`src/rtl/sd_err_pkg.sv`:
```
// Shared constants for the SD Host error interrupt block: bit indices, group masks, recovery states.
package sd_err_pkg;

  localparam int ERR_WIDTH = 16;

  localparam int ERR_CMD_TO     = 0;
  localparam int ERR_CMD_CRC    = 1;
  localparam int ERR_CMD_END    = 2;
  localparam int ERR_CMD_IDX    = 3;
  localparam int ERR_DAT_TO     = 4;
  localparam int ERR_DAT_CRC    = 5;
  localparam int ERR_DAT_END    = 6;
  localparam int ERR_CUR_LIM    = 7;
  localparam int ERR_ACMD12     = 8;
  localparam int ERR_ADMA       = 9;
  localparam int ERR_VENDOR_LSB = 12;

  localparam logic [15:0] CMD_MASK   = 16'h000F;
  localparam logic [15:0] DAT_MASK   = 16'h0270;
  localparam logic [15:0] RSVD_MASK  = 16'h0C00;
  // Bits the host must clear before recovery is re-armed.
  localparam logic [15:0] RECOV_MASK = CMD_MASK | DAT_MASK;

  typedef enum logic [1:0] {
    IDLE     = 2'd0,
    CMD_RST  = 2'd1,
    DAT_RST  = 2'd2,
    WAIT_CLR = 2'd3
  } recov_state_t;

  function automatic logic group_hit(input logic [15:0] vec, input logic [15:0] mask);
    return |(vec & mask);
  endfunction

endpackage

```
`src/rtl/err_int_ctrl_if.sv`:
```
// Signal bundle between the error sources / register file (master) and err_int_ctrl (slave).
// Optional Force Event signals appear when ERR_FORCE_EN is defined.
interface err_int_ctrl_if;
  import sd_err_pkg::*;

  logic [15:0]  err_evt;
  logic [15:0]  stat_en;
  logic [15:0]  sig_en;
  logic         wr_stb;
  logic [15:0]  wr_data;
  logic         cmd_rst_ack;
  logic         dat_rst_ack;
`ifdef ERR_FORCE_EN
  logic         force_stb;
  logic [15:0]  force_data;
`endif
  logic [15:0]  err_status;
  logic         err_int;
  logic         cmd_rst_req;
  logic         dat_rst_req;
  logic         recov_busy;
  recov_state_t recov_state;

  // Reset handshake: a req stays high until its ack level is sampled high (or the wait
  // times out); the req drops the cycle after, and only one req is ever high at a time.
  modport master (
`ifdef ERR_FORCE_EN
    output force_stb, force_data,
`endif
    output err_evt, stat_en, sig_en, wr_stb, wr_data, cmd_rst_ack, dat_rst_ack,
    input  err_status, err_int, cmd_rst_req, dat_rst_req, recov_busy, recov_state
  );

  modport slave (
`ifdef ERR_FORCE_EN
    input  force_stb, force_data,
`endif
    input  err_evt, stat_en, sig_en, wr_stb, wr_data, cmd_rst_ack, dat_rst_ack,
    output err_status, err_int, cmd_rst_req, dat_rst_req, recov_busy, recov_state
  );

endinterface

```
`src/rtl/err_recov_fsm.sv`:
```
// CMD/DAT line recovery sequencer: pending flags, reset req/ack handshakes and ack timeout.
module err_recov_fsm
  import sd_err_pkg::*;
#(
  parameter int ACK_TIMEOUT = 1024
) (
  input  logic         clk,
  input  logic         rst,
  input  logic [15:0]  evt,
  input  logic [15:0]  status,
  input  logic         cmd_rst_ack,
  input  logic         dat_rst_ack,
  output logic         cmd_rst_req,
  output logic         dat_rst_req,
  output logic         timeout,
  output logic         busy,
  output recov_state_t state
);

  localparam int             CW       = (ACK_TIMEOUT > 2) ? $clog2(ACK_TIMEOUT) : 1;
  localparam logic [CW-1:0]  CNT_LAST = CW'(ACK_TIMEOUT - 1);

  logic [CW-1:0] cnt;
  logic          cmd_pend;
  logic          dat_pend;
  logic          in_rst;
  logic          ack;
  logic          step_done;
  logic          cmd_hit;
  logic          dat_hit;

  assign cmd_hit   = group_hit(evt, CMD_MASK);
  assign dat_hit   = group_hit(evt, DAT_MASK);
  assign in_rst    = (state == CMD_RST) || (state == DAT_RST);
  assign ack       = ((state == CMD_RST) && cmd_rst_ack) || ((state == DAT_RST) && dat_rst_ack);
  // An ack arriving on the last counted cycle still counts as an ack, not a timeout.
  assign timeout   = in_rst && !ack && (cnt == CNT_LAST);
  assign step_done = ack || timeout;
  assign busy      = (state != IDLE);

  always_ff @(posedge clk or posedge rst) begin
    if (rst) begin
      state       <= IDLE;
      cmd_rst_req <= 1'b0;
      dat_rst_req <= 1'b0;
      cnt         <= '0;
      cmd_pend    <= 1'b0;
      dat_pend    <= 1'b0;
    end else begin
      // A new event on the same edge as completion re-arms the flag.
      cmd_pend <= (cmd_pend && !(step_done && state == CMD_RST)) || cmd_hit;
      dat_pend <= (dat_pend && !(step_done && state == DAT_RST)) || dat_hit;

      case (state)
        IDLE: begin
          if (cmd_pend) begin
            state       <= CMD_RST;
            cmd_rst_req <= 1'b1;
            cnt         <= '0;
          end else if (dat_pend) begin
            state       <= DAT_RST;
            dat_rst_req <= 1'b1;
            cnt         <= '0;
          end
        end
        CMD_RST: begin
          if (step_done) begin
            cmd_rst_req <= 1'b0;
            if (dat_pend) begin
              state       <= DAT_RST;
              dat_rst_req <= 1'b1;
              cnt         <= '0;
            end else begin
              state <= WAIT_CLR;
            end
          end else begin
            cnt <= cnt + 1'b1;
          end
        end
        DAT_RST: begin
          if (step_done) begin
            dat_rst_req <= 1'b0;
            if (cmd_pend) begin
              state       <= CMD_RST;
              cmd_rst_req <= 1'b1;
              cnt         <= '0;
            end else begin
              state <= WAIT_CLR;
            end
          end else begin
            cnt <= cnt + 1'b1;
          end
        end
        WAIT_CLR: begin
          if ((status & RECOV_MASK) == 16'h0000) state <= IDLE;
        end
        default: state <= IDLE;
      endcase
    end
  end

endmodule

```
`src/rtl/err_int_ctrl.sv`:
```
// Error Interrupt Status (032h) with W1C, status/signal enables and line-reset recovery.
// Define ERR_FORCE_EN to add the Force Event register inputs as a second set source.
module err_int_ctrl
  import sd_err_pkg::*;
#(
  parameter int WIDTH       = 16,
  parameter int ACK_TIMEOUT = 1024
) (
  input  logic          clk,
  input  logic          rst,
  err_int_ctrl_if.slave bus
);

  logic [WIDTH-1:0] set_vec;
  logic [WIDTH-1:0] clr_vec;
  logic [WIDTH-1:0] status_q;
  logic [WIDTH-1:0] status_d;
  logic             int_q;
  logic             timeout;

  always_comb begin
    set_vec = bus.err_evt;
`ifdef ERR_FORCE_EN
    if (bus.force_stb) set_vec = set_vec | bus.force_data;
`endif
  end

  assign clr_vec = bus.wr_stb ? bus.wr_data : '0;

  // Set beats clear; disabled and reserved bits are forced to zero.
  always_comb begin
    status_d = (status_q & ~clr_vec) | set_vec;
    if (timeout) status_d[ERR_VENDOR_LSB] = 1'b1;
    status_d = status_d & bus.stat_en & ~RSVD_MASK;
  end

  always_ff @(posedge clk or posedge rst) begin
    if (rst) begin
      status_q <= '0;
      int_q    <= 1'b0;
    end else begin
      status_q <= status_d;
      int_q    <= |(status_q & bus.sig_en);
    end
  end

  err_recov_fsm #(
    .ACK_TIMEOUT (ACK_TIMEOUT)
  ) u_recov (
    .clk         (clk),
    .rst         (rst),
    .evt         (set_vec & bus.stat_en),
    .status      (status_q),
    .cmd_rst_ack (bus.cmd_rst_ack),
    .dat_rst_ack (bus.dat_rst_ack),
    .cmd_rst_req (bus.cmd_rst_req),
    .dat_rst_req (bus.dat_rst_req),
    .timeout     (timeout),
    .busy        (bus.recov_busy),
    .state       (bus.recov_state)
  );

  assign bus.err_status = status_q;
  assign bus.err_int    = int_q;

endmodule

```
`src/flat_wrapper.sv`:
```
// flat-port wrapper written by rule: the top's interface ports become plain ports
module err_int_ctrl_flat import sd_err_pkg::*;
#(
  parameter int WIDTH       = 16,
  parameter int ACK_TIMEOUT = 1024
)
  (clk, rst, bus_err_evt, bus_stat_en, bus_sig_en, bus_wr_stb, bus_wr_data, bus_cmd_rst_ack, bus_dat_rst_ack, bus_err_status, bus_err_int, bus_cmd_rst_req, bus_dat_rst_req, bus_recov_busy, bus_recov_state);
  err_int_ctrl_if bus_i ();
  input  logic clk;
  input  logic rst;
  input wire logic [$bits(bus_i.err_evt)-1:0] bus_err_evt;
  input wire logic [$bits(bus_i.stat_en)-1:0] bus_stat_en;
  input wire logic [$bits(bus_i.sig_en)-1:0] bus_sig_en;
  input wire logic [$bits(bus_i.wr_stb)-1:0] bus_wr_stb;
  input wire logic [$bits(bus_i.wr_data)-1:0] bus_wr_data;
  input wire logic [$bits(bus_i.cmd_rst_ack)-1:0] bus_cmd_rst_ack;
  input wire logic [$bits(bus_i.dat_rst_ack)-1:0] bus_dat_rst_ack;
  output wire logic [$bits(bus_i.err_status)-1:0] bus_err_status;
  output wire logic [$bits(bus_i.err_int)-1:0] bus_err_int;
  output wire logic [$bits(bus_i.cmd_rst_req)-1:0] bus_cmd_rst_req;
  output wire logic [$bits(bus_i.dat_rst_req)-1:0] bus_dat_rst_req;
  output wire logic [$bits(bus_i.recov_busy)-1:0] bus_recov_busy;
  output wire logic [$bits(bus_i.recov_state)-1:0] bus_recov_state;
  assign bus_i.err_evt = bus_err_evt;
  assign bus_i.stat_en = bus_stat_en;
  assign bus_i.sig_en = bus_sig_en;
  assign bus_i.wr_stb = bus_wr_stb;
  assign bus_i.wr_data = bus_wr_data;
  assign bus_i.cmd_rst_ack = bus_cmd_rst_ack;
  assign bus_i.dat_rst_ack = bus_dat_rst_ack;
  assign bus_err_status = bus_i.err_status;
  assign bus_err_int = bus_i.err_int;
  assign bus_cmd_rst_req = bus_i.cmd_rst_req;
  assign bus_dat_rst_req = bus_i.dat_rst_req;
  assign bus_recov_busy = bus_i.recov_busy;
  assign bus_recov_state = bus_i.recov_state;
  err_int_ctrl #(.WIDTH(WIDTH), .ACK_TIMEOUT(ACK_TIMEOUT)) u_core (.clk(clk), .rst(rst), .bus(bus_i));
endmodule
```
`config.mk`:
```
export PLATFORM = sky130hd
export DESIGN_NAME = err_int_ctrl_flat
export DESIGN_NICKNAME = d
export VERILOG_FILES = /design/src/rtl/sd_err_pkg.sv /design/src/rtl/err_int_ctrl_if.sv /design/src/rtl/err_recov_fsm.sv /design/src/rtl/err_int_ctrl.sv /design/src/flat_wrapper.sv
export SDC_FILE = /design/constraint.sdc
export NUM_CORES = 1
export LEC_CHECK = 0
export CORE_MARGIN = 8
export CORE_UTILIZATION = 35
export DETAILED_ROUTE_END_ITERATION = 6
export GPL_TIMING_DRIVEN = 1
export PLACE_DENSITY = 0.77
export RECOVER_POWER = 100
export SYNTH_ARGS = -nofsm -noshare
export SYNTH_HDL_FRONTEND = slang
export SYNTH_HIERARCHICAL = 1
export SYNTH_SLANG_ARGS = --single-unit
```
`constraint.sdc`:
```
create_clock -name clk -period 2.7 [get_ports clk]
set_input_delay 0.405 -clock clk [delete_from_list [all_inputs] [get_ports clk]]
set_output_delay 0.405 -clock clk [all_outputs]
set_load 0.02 [all_outputs]
```
==> impl_metrics.tcl, run 1 <==
set metrics [dict create \
    end_kind "register" \
    grt.busiest_layer "met2" \
    cts_tree "done" \
    overflow 0 \
    syn_inst 213 \
    tightest_slew_ps 637 \
    layout-drive-gt1-share_pct 9.06 \
    hpwl_um 4860 \
    fin_nets 373 \
    grt_setup_unrepaired "no" \
    syn_to_final_growth_pct 47.8 \
    final_cell_mix "57 x clkdlybuf4s50_1, 31 x dfrtp_1, 30 x nand2_1" \
    relSlewSlack_pct 57.5 \
    ant_nets 0 \
    cts_setup_buffers 0 \
    crit_path_start_kind "register" \
    vdd_ir_drop_max_mv 0.364 \
    syn_area_um2 1930 \
    die_area_um2 8160 \
    clock_path_buffers 2 \
    cp_common_cell "inv_1" \
    wl_per_cell_um 16.1 \
    slowest_stage "dfrtp_1" \
    tns_ps 0 \
    clk_pin_slew_ps 70 \
    place_area_um2 2800 \
    clock_skew_ps 5.33 \
    crit_fanout 8 \
    arrival_ps 2570 \
    final-hold-violation-count 0 \
    grt_max_degree 17 \
    drv_slew 0 \
    vias 1931 \
    period_minus_slack_ps 2340 \
    core_um2 5440 \
    use_met1_pct 15.7 \
    maxCapViolations 0 \
    fin_ws_ps 357 \
    min_period_over_period_pct 86.8 \
    initial_core_util_pct 35.6 \
    cp_data_required_time_ps 2930 \
    insertion_delay_ps 290 \
    clock-sinks 31 \
    place_congestion 0.829 \
    pre_cts_slack_ps 438 \
    synth_warnings 6 \
    path_class "reg -> reg" \
    wl_um 5950 \
    mostFrequentLayoutCell "clkdlybuf4s50_1" \
    gr-usage-all-layers_pct 14.9 \
    cts_made_buffers 5 \
    cellPowerDensity_nw_per_um2 631 \
    dp.cells 362 \
    grt_pass1_vias 2071 \
    cts_root_buffer "clkbuf_8" \
    stdcell_count 370 \
    finalSetupViolations 0 \
    std_cell_rows 27 \
    firstDrtPassIters 4 \
    synth_area_per_cell_um2 9.08 \
    n_antenna_cell 0 \
    grtUsageMet2_pct 24.0 \
    clock.fmax_mhz 427 \
    grtUsageMet3_pct 8.48 \
    leakage_nw 1.18 \
    status "completed" \
    port_buffers 80 \
    hold_class "reg -> reg" \
    first_iter_violations 80 \
    cts.repair.resized 0 \
    viasPerCell 5.22 \
    antenna_found_initial 0 \
    cts_max_level 2 \
    cts_hold_buf 0 \
    io_pins 91 \
    drc 0 \
    path_cells "inv_1, ha_1, inv_1, or2_0, or3_1, nor4_1, a211o_1" \
    die_w_um 90.3 \
    grt_pass1_wl_um 9870 \
    holdWs_ps 544 \
    final_cell_area_um2 2860 \
    die_y_um 90.3 \
    max_stage_delay_ps 470 \
]
-- worst max-delay path: cells and delay by family (launching register included) --
family	cells	cell delay (ps)
simple gates	3	1040
flops	1	470
fa+ha+maj	1	440
buf+inv	2	200
compound gates	1	150
-- final timing paths --
check / from / cells past startpoint / slack (ps) / end
min reg2reg: u_core/u_recov/cmd_rst_req / 2 / 540 / u_core/u_recov/cmd_rst_req
max in group asynchronous: rst / 2 / 1620 / u_core/u_recov/state[0]
max reg2reg: u_core/u_recov/state[0] / 7 / 360 / u_core/u_recov/cnt[9]
min in group asynchronous: rst / 2 / 630 / u_core/bus.err_status[4]
max: u_core/u_recov/state[0] / 7 / 360 / u_core/u_recov/cnt[9]
min: u_core/u_recov/cmd_rst_req / 2 / 540 / u_core/u_recov/cmd_rst_req
-- metal layers --
metal  routed length (um)  vias to the layer above
met5                    0                        -
met4                   89                        0
met3                  713                        7
met2                 2790                       94
met1                 2360                      898
li1                     -                      932
-- through the flow --
step / util [%] / total power, mW
2_1_floorplan: - / 1.17
3_3_place_gp: 51.4 / 1.47
3_5_place_dp: 51.4 / 1.49
4_1_cts: 53.0 / 1.87
5_1_grt: 52.6 / 1.94
6_report: 52.6 / 1.80
-- flip-flops by register name, summed over array words and instances, names as in the netlist --
signal and count:
u_core/u_recov/state 2, u_core/u_recov/dat_rst_req 1, u_core/bus.err_status 14, u_core/bus.err_int 1, u_core/u_recov/cnt 10, u_core/u_recov/cmd_rst_req 1
u_core/u_recov/cmd_pend 1, u_core/u_recov/dat_pend 1
-- report_power, final --
| group | switching [mW] | leakage, nW | internal [mW] |
|---|---|---|---|
| sequential | 0.0679 | 0.387 | 0.519 |
| clock | 0.190 | 0.0402 | 0.179 |
| combinational | 0.479 | 0.754 | 0.370 |
-- area by class of cell --
type                       count  area [um2]
tap                           72        90.1
clock inverter                 3        20.0
clock buffer                   5        68.8
inverter                       8        30.0
fill                         509        2580
sequential                    31         776
multi-input combinational    170        1070
timing repair buffer          81         808
(Power assumes the default switching activity.)
==> run 2, diff against run 1 <==
--- a/config.mk
+++ b/config.mk
@@ -7,6 +7,8 @@
 export LEC_CHECK = 0
 export CORE_MARGIN = 8
 export CORE_UTILIZATION = 35
+export CTS_CLUSTER_DIAMETER = 200
+export CTS_CLUSTER_SIZE = 14
 export DETAILED_ROUTE_END_ITERATION = 6
 export GPL_TIMING_DRIVEN = 1
 export PLACE_DENSITY = 0.77
==> results of run 2 <==
No change in the layout: final DEF, timing and power equal those of run 1.
==> run 3, diff against run 2 <==
--- a/config.mk
+++ b/config.mk
@@ -5,7 +5,7 @@
 export SDC_FILE = /design/constraint.sdc
 export NUM_CORES = 1
 export LEC_CHECK = 0
-export CORE_MARGIN = 8
+export CORE_MARGIN = 3
 export CORE_UTILIZATION = 35
 export CTS_CLUSTER_DIAMETER = 200
 export CTS_CLUSTER_SIZE = 14
@@ -13,6 +13,7 @@
 export GPL_TIMING_DRIVEN = 1
 export PLACE_DENSITY = 0.77
 export RECOVER_POWER = 100
+export REMOVE_ABC_BUFFERS = 1
 export SYNTH_ARGS = -nofsm -noshare
 export SYNTH_HDL_FRONTEND = slang
 export SYNTH_HIERARCHICAL = 1
==> constraint.sdc (replaced) <==
create_clock -name clk -period 2.9 [get_ports clk]
set_input_delay 0.435 -clock clk [delete_from_list [all_inputs] [get_ports clk]]
set_output_delay 0.435 -clock clk [all_outputs]
set_load 0.02 [all_outputs]
==> impl_metrics.tcl, run 3 (same netlist as run 1, synthesis figures left out) <==
set metrics [dict create \
    core_um2 5240 \
    cts_max_level 2 \
    p_seq_share_pct 31.9 \
    crit_path_start_kind "register" \
    hpwl_um 4160 \
    grt_pass1_vias 1827 \
    netSwitchingFraction_pct 39.0 \
    cts.repair.resized 0 \
    max_stage_delay_ps 630 \
    maxCapViolations 0 \
    hold_class "reg -> reg" \
    layout-drive-gt1-share_pct 8.42 \
    cp_data_required_time_ps 3120 \
    fin_nets 372 \
    n_antenna_cell 0 \
    insertion_delay_ps 280 \
    final_cell_mix "58 x clkdlybuf4s50_1, 31 x dfrtp_1, 30 x nand2_1" \
    clock_skew_ps 5.92 \
    arrival_ps 2630 \
    ant_nets 0 \
    wl_um 5280 \
    grt_setup_unrepaired "no" \
    cellPowerDensity_nw_per_um2 596 \
    r2r-end "u_core/u_recov/cnt[5]" \
    place_congestion 0.843 \
    cp_common_cell "inv_1" \
    grt_pass1_wl_um 8340 \
    p_comb_share_pct 45.8 \
    vdd_ir_drop_max_mv 0.575 \
    crit_end "u_core/u_recov/cnt[5]" \
    final-hold-violation-count 0 \
    wl_per_cell_um 14.4 \
    vias 1897 \
    worst-path-buf-inv 2 \
    crit_start "u_core/u_recov/state[0]" \
    clock-sinks 31 \
    clock_path_buffers 2 \
    initial_core_util_pct 36.9 \
    tightest_slew_ps 704 \
    clk_pin_slew_ps 70 \
    rr_worst_depth 7 \
    die_y_um 80.3 \
    std_cell_rows 26 \
    status "completed" \
    die_w_um 80.3 \
    drc 0 \
    firstDrtPassIters 4 \
    end_kind "register" \
    tns_ps 0 \
    switchingPower_mw 0.662 \
    cts_setup_buffers 0 \
    period_minus_slack_ps 2410 \
    mostFrequentLayoutCell "clkdlybuf4s50_1" \
    worstReg2RegStart "u_core/u_recov/state[0]" \
    viasPerCell 5.17 \
    grt_max_degree 17 \
    min_period_over_period_pct 83.1 \
    syn_to_final_growth_pct 47.3 \
    slowest_stage "o31ai_2" \
    crit_cells 7 \
    io_pins 91 \
    overflow 0 \
    crit_fanout 9 \
    power_mw 1.70 \
    port_buffers 80 \
    relSlewSlack_pct 52.8 \
    cts_root_buffer "clkbuf_8" \
    antenna_found_initial 0 \
    leakage_nw 1.19 \
    clockPowerShare_pct 22.3 \
    path_class "reg -> reg" \
    clock.fmax_mhz 415 \
    cts_tree "done" \
    drv_slew 0 \
    cts_hold_buf 0 \
    die_area_um2 6450 \
    cts_made_buffers 5 \
    finalSetupViolations 0 \
    p_int_mw 1.04 \
    critPathTopFamily "compound AO/OA/AOI/OAI gates" \
    largest_register_ffs 14 \
    fin_util_pct 54.4 \
    path_cells "inv_1, ha_1, inv_1, or2_0, nor2_1, o31ai_2, a22o_2" \
    r2r_slack_ps 490 \
    gr-usage-all-layers_pct 16.8 \
    first_iter_violations 33 \
]
## run 3: layout make-up
class | count | area [um2]
multi-input cells | 170 | 1060
flip-flops and latches | 31 | 776
fillers | 476 | 2390
clock buffers | 8 | 100
repair buffers | 80 | 801
inverters | 8 | 30.0
well taps | 70 | 87.6
## run 3: worst min path at each step
stage	start	end	slack, ps	cells after the start
after CTS	u_core/u_recov/cmd_rst_req	u_core/u_recov/cmd_rst_req	550	2
final	u_core/u_recov/cmd_rst_req	u_core/u_recov/cmd_rst_req	530	2
after detailed placement	u_core/u_recov/cmd_rst_req	u_core/u_recov/cmd_rst_req	530	2
after global placement	u_core/u_recov/cmd_rst_req	u_core/u_recov/cmd_rst_req	520	2
after floorplan	rst	u_core/bus.err_int	340	1
after global routing	u_core/bus.err_status[8]	u_core/bus.err_int	580	2
## run 3: power by group through the flow
stage | Sequential, mW | Clock, mW | Combinational, mW
floorplan | 0.586 | 0 | 0.480
global placement | 0.550 | 0 | 0.805
detailed placement | 0.553 | 0 | 0.818
CTS | 0.545 | 0.388 | 0.823
global route | 0.552 | 0.405 | 0.857
finish | 0.543 | 0.379 | 0.778
## run 3: per-stage QoR
| step | instances | setup slack, ps | area [um2] | hold slack, ps |
|---|---|---|---|---|
| after detailed placement | 359 | 600 | 2790 | 534 |
| after floorplan | 209 | 746 | 1900 | 336 |
| after global placement | 359 | 628 | 2790 | 515 |
| after CTS | 367 | 592 | 2890 | 549 |
| after global routing | 367 | 277 | 2850 | 583 |
| final | 367 | 489 | 2850 | 533 |
## run 3: per-layer routing
metal	GRT usage [%]	share of wire, %
met4	5.57	1.7
met2	26.7	50
met1	21.1	42
met5	0	0
met3	6.05	6.9
## run 3: worst reg2reg max path, stage by stage, from the launching register on
cell	delay, ps
dfrtp_1	470
inv_1	130
ha_1	430
inv_1	80
or2_0	250
nor2_1	100
o31ai_2	630
a22o_2	260
==> patch 1 (config.mk and constraints of run 2) <==
`ACK_TIMEOUT` is set to 1024 in 3 places; all go to 512.
--- a/src/rtl/err_recov_fsm.sv
+++ b/src/rtl/err_recov_fsm.sv
@@ -3,5 +3,5 @@
   import sd_err_pkg::*;
 #(
-  parameter int ACK_TIMEOUT = 1024
+  parameter int ACK_TIMEOUT = 512
 ) (
   input  logic         clk,
--- a/src/rtl/err_int_ctrl.sv
+++ b/src/rtl/err_int_ctrl.sv
@@ -5,5 +5,5 @@
 #(
   parameter int WIDTH       = 16,
-  parameter int ACK_TIMEOUT = 1024
+  parameter int ACK_TIMEOUT = 512
 ) (
   input  logic          clk,
--- a/src/flat_wrapper.sv
+++ b/src/flat_wrapper.sv
@@ -3,5 +3,5 @@
 #(
   parameter int WIDTH       = 16,
-  parameter int ACK_TIMEOUT = 1024
+  parameter int ACK_TIMEOUT = 512
 )
   (clk, rst, bus_err_evt, bus_stat_en, bus_sig_en, bus_wr_stb, bus_wr_data, bus_cmd_rst_ack, bus_dat_rst_ack, bus_err_status, bus_err_int, bus_cmd_rst_req, bus_dat_rst_req, bus_recov_busy, bus_recov_state);
Function: same outputs for any inputs over 10 cycles, from zero or initial values and one cycle with rst high; that may be too few to reach the edited logic, so the function may still have changed.
==> patch 1 against run 2 <==
- sequential cell count shrank 1
- critical path depth grew 1
- worst hold slack lost 0.032 ns
- die area shrank 2.1%
- via count shrank 3.2%
- global-route usage grew 0.45 points
- worst setup slack lost 0.15 ns
- maximum frequency shrank 6.2%
- synthesized area shrank 2.6%
- total power grew 11%
- final area shrank 0.13%
- wire length grew 3.0%
- count of clock-buffer cells in the layout grew 1
- largest power group unchanged
==> patch 1: results (changes against run 2) <==
[final_layout]
buf_share_pct = 28.7  ; +0.43 points
multi_input_area_share_pct = 36.7  ; -0.61 points
clockBufferCount = 6  ; +1
multi_input_cells = 159  ; -6.5%
layoutNonFillerInstCount = 359  ; -3.0%
nFillCells = 470  ; -7.7%
drive_above_1_share_pct = 5.88  ; -3.2 points
n_sequential_cell = 30  ; -3.2%
largest_reg_flops = 14  ; unchanged
clkCellAreaFrac_pct = 3.94  ; +0.84 points
final_core_util_pct = 55.6  ; +3.0 points
nNonClkInverters = 10  ; +2
n_all_buffers = 83  ; +2.5%
seq_area_sq_um = 751  ; -3.2%
fin_nets = 366  ; -1.9%
multiInputGateArea_sq_um = 1050  ; -1.8%

[routing]
drt-initial-drc-count = 61  ; -24%
met3WireLength_microns = 651  ; -8.7%
via_per_inst = 5.21  ; -0.25%
wl_met2_microns = 2600  ; -6.9%
wl_met1_microns = 2830  ; +20%
wire_per_inst_microns = 17.1  ; +6.1%

[global_routing]
grt_max_degree = 16  ; -1
grt_usage_pct = 15.3  ; +0.45 points
grt_use_met3_pct = 4.96  ; -3.5 points
grt_pass1_wl_microns = 9370  ; -5.1%
grt_use_met2_pct = 23.5  ; -0.55 points
met1_usage_pct = 20.3  ; +4.6 points
grt_pass1_vias = 1836  ; -11%

[min_path]
hold_start = u_core/u_recov/cnt[8]

[worst_setup_path]
arrival_ns = 2.66  ; +0.09 ns
start_kind = flop
r2r_setup_slack_ns = 0.20  ; -0.15 ns
path_max_fanout = 6  ; -2
worstReg2RegStart = u_core/u_recov/cnt[0]

[power]
leakagePower_nw = 1.18  ; about the same
vdd_ir_drop_max_v = 0.000460  ; +26%

[sta]
max_freq_mhz = 400  ; -6.2%
worst_pin_slew_ns = 0.586  ; -0.0507 ns
clock_skew_ns = 0.00338  ; -0.00196 ns
hold_slack_ns = 0.512  ; -0.0324 ns

[placed_design]
gp_congestion = 0.865  ; +4.4%
dp_hpwl_microns = 5000  ; +2.8%
place_ws_ns = 0.239  ; -0.200 ns
placed_area_sq_um = 2760  ; -1.4%
placed_cells = 352  ; -2.8%

[clocking]
clkSlewWorstSetupHoldPaths_ns = 0.06

[synth]
avgSynthCellArea_sq_um = 9.24  ; +1.7%

[run_status]
status = completed

-- patch 1: final timing paths --
path / endpoint / cells past startpoint
min in group asynchronous: u_core/u_recov/dat_pend / 2
worst min-delay path: u_core/u_recov/cnt[8] / 1
worst max register to register: u_core/u_recov/cnt[0] / 8
worst min register to register: u_core/u_recov/cnt[8] / 1
max in group asynchronous: u_core/bus.err_status[1] / 2
worst max-delay path: u_core/u_recov/cnt[0] / 8
-- patch 1: critical path, stage by stage (launching register included) --
cell      delay, ns
dfrtp_1        0.41
ha_1           0.27
nand4_1        0.17
nor2_1         0.09
ha_1           0.24
a221o_1        0.42
a211oi_4       0.25
a21bo_1        0.24
mux2_1         0.28
-- patch 1: power by group --
group | switching, mW | total, mW | internal, mW
Sequential | 0.0773 | 0.589 | 0.512
Combinational | 0.503 | 0.960 | 0.457
Clock | 0.167 | 0.462 | 0.295
==> patch 2 (flow settings as in run 2) <==
Made on the original files. Make the reset (`rst`) synchronous in 2 clocked blocks.
--- a/src/rtl/err_recov_fsm.sv
+++ b/src/rtl/err_recov_fsm.sv
@@ -39,5 +39,5 @@
   assign busy      = (state != IDLE);
 
-  always_ff @(posedge clk or posedge rst) begin
+  always_ff @(posedge clk) begin
     if (rst) begin
       state       <= IDLE;
--- a/src/rtl/err_int_ctrl.sv
+++ b/src/rtl/err_int_ctrl.sv
@@ -35,5 +35,5 @@
   end
 
-  always_ff @(posedge clk or posedge rst) begin
+  always_ff @(posedge clk) begin
     if (rst) begin
       status_q <= '0;
Formal check against the unedited RTL: differs if rst is asserted again (counterexample within 4 cycles, from zero or initial values and one cycle with rst high); with rst held inactive, the same outputs for 10 cycles.
==> patch 2 against run 2 <==
- first-iteration DRC count grew to 3.1 times the old value
- via count grew 7.4%
- synthesized area shrank 1.2%
- sequential cell count is the same
- critical path depth is the same
- synthesized cell count grew 8.0%
- die area shrank 0.96%
- total power shrank 3.6%
- global-route usage grew 0.60 points
- worst hold slack lost 0.017 ns
- wire length grew 6.0%
- worst setup slack lost 0.069 ns
- final area shrank 0.92%
==> patch 2: results (changes against run 2) <==
[run_status]
status = completed

[final_layout]
nFillCells = 540  ; +6.1%
layoutNonFillerInstCount = 384  ; +3.8%
multiInputGateArea_sq_um = 1180  ; +11%
nNonClkInverters = 7  ; -1
fin_nets = 387  ; +3.8%
clkCellAreaFrac_pct = 2.96  ; -0.15 points
n_sequential_cell = 31  ; unchanged
sh_seq_area_pct = 21.9  ; -5.2 points
final_core_util_pct = 52.4  ; -0.16 points
buf_share_pct = 29.3  ; +1.1 points
drive_above_1_share_pct = 7.37  ; -1.7 points

[power]
vdd_ir_drop_max_v = 0.000244  ; -33%
p_int_mw = 1.04  ; -2.5%
leakagePower_nw = 1.06  ; -10%
clkPwrFrac_pct = 20.6  ; +0.2 points

[placed_design]
gp_congestion = 0.849  ; +2.4%
placed_area_sq_um = 2770  ; -0.90%
place_ws_ns = 0.331  ; -0.107 ns

[routing]
drt-initial-drc-count = 249  ; +210%
num_vias = 2073  ; +7.4%
wire_per_inst_microns = 16.4  ; +2.1%

[worst_setup_path]
critPathTopFamily = compound AO/OA/AOI/OAI gates
path_max_fanout = 7  ; -1
r2r-end = u_core/u_recov/cnt[6]
crit_path_start = u_core/u_recov/state[1]
arrival_ns = 2.63  ; +0.06 ns
r2r_setup_slack_ns = 0.29  ; -0.07 ns

[sta]
clock_skew_ns = 0.00595  ; +0.000621 ns
slew-limit-headroom_pct = 58.1  ; +0.62 points
max_freq_mhz = 415  ; -2.9%

[global_routing]
grt_pass1_wl_microns = 10400  ; +5.7%
grt_usage_pct = 15.5  ; +0.60 points

[synth]
netlist_instances = 230  ; +8.0%

## patch 2: layer usage
layer	up-vias	routed length, microns	share of wire [%]	track usage [%]
li1	1012	-	-	-
met1	963	2570	41	17.3
met2	89	2890	46	24.5
met3	9	758	12	8.65
met4	0	90	1.4	4.72
met5	-	0	0	0
## patch 2: worst min-delay path by stage
stage	to	slack, ns	depth (start not counted)
5_1_grt	u_core/u_recov/cmd_rst_req	0.54	2
2_1_floorplan	u_core/bus.err_status[15]	0.48	1
4_1_cts	u_core/u_recov/cnt[8]	0.52	2
6_report	u_core/u_recov/cnt[8]	0.53	2
3_3_place_gp	u_core/u_recov/cnt[7]	0.50	2
3_5_place_dp	u_core/u_recov/cnt[8]	0.51	2
## patch 2: tightest hold or removal path, cell delays in order (launching register included)
cell     delay (ns)
dfxtp_1        0.35
nand2_1        0.07
a21oi_1        0.06
